**config.mk**
```make
export PLATFORM = sky130hd
export DESIGN_NAME = upsample_2x_ctrl
export DESIGN_NICKNAME = d
export VERILOG_FILES = /design/src/rtl/cnn_accel_pkg.sv /design/src/rtl/raster_addr_gen.sv /design/src/rtl/upsample_2x_ctrl.sv
export SDC_FILE = /design/constraint.sdc
export NUM_CORES = 1
export LEC_CHECK = 0
export BUFFER_PORTS_ARGS = -buffer_cell sky130_fd_sc_hd__buf_2
export CAP_MARGIN = 10
export CORE_MARGIN = 8
export CORE_UTILIZATION = 44
export CTS_CLUSTER_DIAMETER = 60
export CTS_CLUSTER_SIZE = 28
export DETAILED_ROUTE_END_ITERATION = 8
export GPL_TIMING_DRIVEN = 0
export PLACE_DENSITY = 0.71
export SETUP_SLACK_MARGIN = 0.1
export SLEW_MARGIN = 20
export SYNTH_ARGS = -nofsm -noshare
export SYNTH_HDL_FRONTEND = slang
export SYNTH_SLANG_ARGS = --single-unit
```
**constraint.sdc**
```tcl
create_clock -name clk -period 1.7 [get_ports clk]
set_input_delay 0.085 -clock clk [delete_from_list [all_inputs] [get_ports clk]]
set_output_delay 0.085 -clock clk [all_outputs]
set_load 0.01 [all_outputs]
```
**src/rtl/cnn_accel_pkg.sv**
```systemverilog
`default_nettype none
// ============================================================================
//  Package     : cnn_accel_pkg
//  Description : Shared encodings for the CNN accelerator datapath blocks:
//                upsampler FSM state codes, upsample mode codes and the
//                2x2 block packing helper.
//  Revision    : 1.0 - initial release
// ============================================================================
package cnn_accel_pkg;

  // Upsampler control FSM state encoding
  localparam logic [1:0] ST_IDLE    = 2'd0;
  localparam logic [1:0] ST_RUN     = 2'd1;
  localparam logic [1:0] ST_FLUSH   = 2'd2;
  localparam logic [1:0] ST_WAIT_WR = 2'd3;

  // Upsample mode encoding
  localparam logic MODE_NEAREST = 1'b0;  // replicate pixel into all four
  localparam logic MODE_ZERO    = 1'b1;  // pixel top-left, zeros elsewhere

  // Pack one source pixel into a 2x2 output block.
  // Byte order: [7:0] top-left, [15:8] top-right,
  //             [23:16] bottom-left, [31:24] bottom-right.
  function automatic logic [31:0] pack_block(input logic m, input logic [7:0] p);
    if (m == MODE_ZERO) begin
      return {8'h00, 8'h00, 8'h00, p};
    end
    return {p, p, p, p};
  endfunction

endpackage : cnn_accel_pkg
`default_nettype wire

```
**src/rtl/raster_addr_gen.sv**
```systemverilog
`default_nettype none
// ============================================================================
//  Module      : raster_addr_gen
//  Description : Raster-order row/col counter with a linear address that
//                tracks row*WIDTH+col without a multiplier. Advances on
//                en_i, wraps col at WIDTH-1 and the whole frame after the
//                last pixel; last_o flags the final pixel of the frame.
//  Revision    : 1.0 - initial release
//
//  Ports
//    clk     in   clock, rising edge
//    rstn    in   asynchronous active-low reset
//    clr_i   in   synchronous restart at address 0 (priority over en_i)
//    en_i    in   advance to the next raster position
//    addr_o  out  current linear address
//    last_o  out  current position is (HEIGHT-1, WIDTH-1)
// ============================================================================
module raster_addr_gen #(
  parameter int WIDTH  = 128,
  parameter int HEIGHT = 128,
  parameter int ADDR_W = $clog2(WIDTH*HEIGHT)
) (
  input  logic              clk,
  input  logic              rstn,
  input  logic              clr_i,
  input  logic              en_i,
  output logic [ADDR_W-1:0] addr_o,
  output logic              last_o
);

  localparam int COL_W = (WIDTH  > 1) ? $clog2(WIDTH)  : 1;
  localparam int ROW_W = (HEIGHT > 1) ? $clog2(HEIGHT) : 1;

  logic [COL_W-1:0]  col_q,  col_d;
  logic [ROW_W-1:0]  row_q,  row_d;
  logic [ADDR_W-1:0] addr_q, addr_d;
  logic              col_end, row_end;

  assign col_end = (col_q == COL_W'(WIDTH - 1));
  assign row_end = (row_q == ROW_W'(HEIGHT - 1));

  always_comb begin
    col_d  = col_q;
    row_d  = row_q;
    addr_d = addr_q;
    if (clr_i) begin
      col_d  = '0;
      row_d  = '0;
      addr_d = '0;
    end else if (en_i) begin
      if (col_end) begin
        col_d = '0;
        if (row_end) begin
          // Frame wrap: leaves the counter ready for the next frame
          row_d  = '0;
          addr_d = '0;
        end else begin
          row_d  = row_q + ROW_W'(1);
          addr_d = addr_q + ADDR_W'(1);
        end
      end else begin
        col_d  = col_q + COL_W'(1);
        addr_d = addr_q + ADDR_W'(1);
      end
    end
  end

  always_ff @(posedge clk or negedge rstn) begin
    if (!rstn) begin
      col_q  <= '0;
      row_q  <= '0;
      addr_q <= '0;
    end else begin
      col_q  <= col_d;
      row_q  <= row_d;
      addr_q <= addr_d;
    end
  end

  assign addr_o = addr_q;
  assign last_o = col_end & row_end;

endmodule : raster_addr_gen
`default_nettype wire

```
**src/rtl/upsample_2x_ctrl.sv**
```systemverilog
`default_nettype none
// ============================================================================
//  Module      : upsample_2x_ctrl
//  Description : 2x upsampling controller. Reads a WIDTH x HEIGHT 8-bit
//                source map in raster order and emits one packed 2x2 block
//                per source pixel to the 2x BMP writer, then waits for the
//                writer's frame_done rising edge before completing.
//  Revision    : 1.0 - initial release
//
//  Ports
//    clk            in   clock, rising edge
//    rstn           in   asynchronous active-low reset
//    start          in   frame start pulse (accepted only in IDLE)
//    mode           in   0 nearest replicate, 1 zero-insert (latched on start)
//    hold           in   pause new source reads
//    mem_rd_en      out  source buffer read strobe
//    mem_addr       out  source buffer address
//    mem_rdata      in   source pixel, valid the cycle after mem_rd_en
//    out_data       out  packed 2x2 block (WI bits, WI = 32 only)
//    out_vld        out  out_data valid
//    frame_done_in  in   writer frame_done level
//    busy           out  frame in progress
//    done           out  one-cycle completion pulse
// ============================================================================
module upsample_2x_ctrl
  import cnn_accel_pkg::*;
#(
  parameter int WI     = 32,
  parameter int WIDTH  = 128,
  parameter int HEIGHT = 128,
  parameter int ADDR_W = $clog2(WIDTH*HEIGHT)
) (
  input  logic              clk,
  input  logic              rstn,
  input  logic              start,
  input  logic              mode,
  input  logic              hold,
  output logic              mem_rd_en,
  output logic [ADDR_W-1:0] mem_addr,
  input  logic [7:0]        mem_rdata,
  output logic [WI-1:0]     out_data,
  output logic              out_vld,
  input  logic              frame_done_in,
  output logic              busy,
  output logic              done
);

  logic [1:0]    state_q, state_d;
  logic          mode_q;
  logic          rd_pend_q;     // read issued last cycle, data arrives now
  logic          out_vld_q;
  logic [WI-1:0] out_data_q;
  logic          fd_q;          // previous frame_done_in, for edge detect
  logic          done_q;

  logic          rd_en;
  logic          start_acc;
  logic          last_pix;
  logic          fd_rise;

  assign start_acc = start & (state_q == ST_IDLE);
  assign rd_en     = (state_q == ST_RUN) & ~hold;
  assign fd_rise   = frame_done_in & ~fd_q;

  raster_addr_gen #(
    .WIDTH  (WIDTH),
    .HEIGHT (HEIGHT),
    .ADDR_W (ADDR_W)
  ) u_addr_gen (
    .clk    (clk),
    .rstn   (rstn),
    .clr_i  (start_acc),
    .en_i   (rd_en),
    .addr_o (mem_addr),
    .last_o (last_pix)
  );

  always_comb begin
    state_d = state_q;
    case (state_q)
      ST_IDLE:    if (start)            state_d = ST_RUN;
      ST_RUN:     if (rd_en & last_pix) state_d = ST_FLUSH;
      // Only the final read can be in flight here; leave once its block is out
      ST_FLUSH:   if (out_vld_q & ~rd_pend_q) state_d = ST_WAIT_WR;
      // A level already high on entry never produces fd_rise; a new edge is needed
      ST_WAIT_WR: if (fd_rise)          state_d = ST_IDLE;
      default:                          state_d = ST_IDLE;
    endcase
  end

  always_ff @(posedge clk or negedge rstn) begin
    if (!rstn) begin
      state_q    <= ST_IDLE;
      mode_q     <= MODE_NEAREST;
      rd_pend_q  <= 1'b0;
      out_vld_q  <= 1'b0;
      out_data_q <= '0;
      fd_q       <= 1'b0;
      done_q     <= 1'b0;
    end else begin
      state_q   <= state_d;
      rd_pend_q <= rd_en;
      out_vld_q <= rd_pend_q;
      fd_q      <= frame_done_in;
      done_q    <= (state_q == ST_WAIT_WR) & fd_rise;
      if (start_acc) begin
        mode_q <= mode;
      end
      if (rd_pend_q) begin
        out_data_q <= WI'(pack_block(mode_q, mem_rdata));
      end
    end
  end

  assign mem_rd_en = rd_en;
  assign out_vld   = out_vld_q;
  assign out_data  = out_data_q;
  // done rises as the FSM lands in IDLE, so busy drops in the same cycle
  assign busy      = (state_q != ST_IDLE);
  assign done      = done_q;

endmodule : upsample_2x_ctrl
`default_nettype wire

```
==> out/metrics.csv <==
stage,metric,value,unit
min_path,worst hold start,mem_rdata[7],
min_path,worst hold path type,in -> reg,
cts,TritonCTS buffer count,5,
global_routing,largest net degree at the start of global routing,52,
cts,clock buffer depth,2,
worst_setup_path,Critical Path AT,2070,ps
floorplan,Core ar.,5473,µm²
sta,final worst path period share,1.099,
worst_setup_path,Crit Path Max Fanout,6,
job,max-cap violation count,0,
cts,H-tree Lvls,2,
sta,Final WS setup,-167.8,ps
power_and_ir_drop,sw power,0.9783,mW
cts,Clock Tree Root,clkbuf_8,
logic_synthesis,Mapped Area,2480,µm²
cts,CTS tree,built,
final_layout,number of diodes,0,
place,GP Congestion,0.7807,
power_and_ir_drop,Sw Ratio,0.3198,
final_layout,"Core Util, Final",0.6301,
worst_setup_path,WS Path Type,reg -> reg,
place,pre-CTS setup slack,-401.4,ps
worst_setup_path,CP peak stage delay,430,ps
place,DP HPWL,4.000,mm
worst_setup_path,reg2reg start,u_addr_gen.col_q[5]$_DFFE_PN0P_,
route,drt drc,0,
route,Pre-antenna DRT Iters,4,
sta,setup tns final,-1071,ps
logic_synthesis,Cells after Synth,243,
outcome,violated checks,setup timing,
sta,RSZ-0062 raised after global routing,yes,
logic_synthesis,Yosys cell types,32,
sta,Worst slew margin,0.5768,
worst_setup_path,"Cell Chain, Critical Path",nand4_4 > nor4b_4 > nand2b_1 > a221o_1 > mux2_4,
power_and_ir_drop,Pwr Total,3.060,mW
route,final wirelength,6.355,mm
worst_setup_path,Setup crit start,u_addr_gen.col_q[5]$_DFFE_PN0P_,
logic_synthesis,ys async rst share,1.000,
floorplan,num rows,27,
final_layout,Total Nets Final,360,
logic_synthesis,syn_area_per_cell,10.21,µm²
global_routing,initial antenna violation count,0,
power_and_ir_drop,Logic pwr share,0.240,
logic_synthesis,Synth Warn #,0,
worst_setup_path,crit path capture type,flop,
cts,clk_lat worst skew,310,ps
final_layout,# fillers,461,
outcome,status,"finished, violations left",
sta,"Hold Vio Cnt, Final",0,
logic_synthesis,register area share after synthesis,0.5146,
place,IO buf count,63,
power_and_ir_drop,leakage,1.689,nW
floorplan,initial core utilization,0.4531,
power_and_ir_drop,Clk pwr share,0.243,
logic_synthesis,Yosys reg bits,51,
final_layout,ratio of cells with drive above 1 in the final layout,0.4882,
power_and_ir_drop,Peak VDD IR,0.0003557,V
sta,fin. max-slew vios,0,
route,Initial DRC Count,105,
worst_setup_path,Worst Path Required,1900,ps
logic_synthesis,top_reg_cell synth,dfrtp_1,
logic_synthesis,Post-synth EDFFs,0,
worst_setup_path,slowest cell on the critical path,dfrtp_1,
route,vias after detailed routing,2044,
sta,"Setup violations, final",20,
power_and_ir_drop,internal power,2.081,mW
sta,Worst Max-Slew Pin Slew,634.8,ps
floorplan,Die ar.,8295,µm²
route,routed wire length per instance,15.42,µm
global_routing,Global Route Usage Sum,0.1494,
sta,crit path time final,1868,ps
sta,Final Skew,9.747,ps
route,Vias/cell,4.961,
worst_setup_path,kind of start point of the critical path,flop,
final_layout,Area Overhead vs Synth,39.05,%
global_routing,vias in the first global route,2055,
sta,max frequency,535.4,MHz
floorplan,die height,91.08,µm
global_routing,global route total overflow,0,
logic_synthesis,Post-Syn Nets,264,
global_routing,first-pass GRT wire length,10.32,mm
floorplan,Ports,64,
floorplan,DIE WIDTH,91.08,µm
route,Antenna Nets Post-Route,0,
power_and_ir_drop,Reg power frac,0.517,
cts,CTS Sinks,51,
cts,clock-pin slew on the worst setup and hold paths,100,ps
power_and_ir_drop,PD cells,887.2,nW/µm²
-- synth_stat cells (6+ instances only) --
| cell type | n | area (µm²) |
|---|---|---|
| nand3_1 | 7 | 35.03 |
| xor2_1 | 9 | 78.83 |
| ha_1 | 7 | 87.58 |
| nand3b_1 | 8 | 60.06 |
| nand2_1 | 25 | 93.84 |
| dfrtp_1 | 51 | 1276 |
| clkbuf_1 | 6 | 22.52 |
| buf_4 | 16 | 120.1 |
| nor2_1 | 24 | 90.09 |
| o21ai_0 | 14 | 70.07 |
| mux2_2 | 9 | 101.4 |
| a21oi_1 | 8 | 40.04 |
| inv_1 | 14 | 52.55 |
| xnor2_1 | 8 | 70.07 |
-- cell families after synthesis --
family,after synthesis,synth area share
flip-flops,51,0.5146
buffers and inverters,37,0.08022
adder cells (fa/ha/maj),7,0.03532
AO/OA/AOI/OAI,30,0.06913
AND/OR/NAND/NOR,90,0.1897
XOR/XNOR,17,0.06004
multiplexers,11,0.05096
-- per-stage QoR --
step / hold WS, ps / instance area, µm² / instances
final: 22.06 / 3448 / 412
after global routing: 12.22 / 3448 / 412
after CTS: 13.87 / 3306 / 404
after detailed placement: 152.8 / 2919 / 378
after global placement: 211.0 / 2917 / 378
after floorplan: -210.6 / 2511 / 243
-- layout by cell type, fill, tap and decap left out, types with 7 or more instances in the layout --
cell and n:
buf_2 62, dfrtp_1 48, buf_4 36, nand2_1 21, inv_1 14, o21ai_0 11, nor2_1 10, nor2_2 10
mux2_2 9, clkbuf_8 8, xor2_1 8, xnor2_1 8, nand3b_1 8, nand3_1 7
-- sequential cells by signal, summed over array words and instances, names as in the netlist --
signal	flops
state_q	2
fd_q	1
out_data	16
u_addr_gen.col_q	7
out_vld	1
done	1
u_addr_gen.row_q	7
u_addr_gen.addr_o	14
rd_pend_q	1
mode_q	1
-- cell type report --
type	instances	area (µm²)	area share
Buffer	22	175.2	0.05080
Clock buffer	6	82.58	0.02395
Multi-Input combinational cell	155	1201	0.3483
Sequential cell	51	1280	0.3712
Inverter	15	63.81	0.01851
Timing Repair Buffer	89	539.3	0.1564
Clock inverter	2	16.27	0.004717
Tap cell	72	90.09	0.02612
-- power by group through the flow --
stage | sequential (mW) | combinational (mW) | clock, mW
floorplan | 1.60 | 0.317 | 0
global placement | 1.57 | 0.580 | 0
detailed placement | 1.58 | 0.591 | 0
CTS | 1.57 | 0.654 | 0.761
global route | 1.61 | 0.818 | 0.813
finish | 1.58 | 0.734 | 0.743
-- worst max-delay path: cells and delay by family, from the launching register on --
kind	cells	cell delay [ps]
mux	1	310
flops	1	430
simple gates	3	670
compound gates	1	340
-- metal layers --
layer	GRT usage	vias to the layer above	routed length (µm)
met5	0	-	0
met4	0.05593	0	96
met3	0.05597	8	464
met2	0.2364	71	3069
met1	0.1811	966	2725
li1	-	999	-
-- final timing paths --
kind	cells after the start	slack, ps	to
worst min-delay path	2	20	out_data[7]$_DFFE_PN0P_
min in group asynchronous	2	340	u_addr_gen.col_q[4]$_DFFE_PN0P_
worst min register to register	0	390	out_vld$_DFF_PN0_
max in group asynchronous	2	890	u_addr_gen.addr_o[4]$_DFFE_PN0P_
worst max register to register	5	-170	state_q[1]$_DFFE_PN0P_
worst max-delay path	5	-170	state_q[1]$_DFFE_PN0P_
-- timing repair --
action / 4_1_cts / 5_1_grt
hold endpoints to repair: 53 / 0
buffers inserted: 14 / 8
cloned: 1 / 0
setup endpoints to repair: 29 / 29
hold buffers: 3 / 0
pin swaps: 20 / 13
gates resized for setup: 42 / 23
Note: power is estimated with default switching activity, not from simulation.
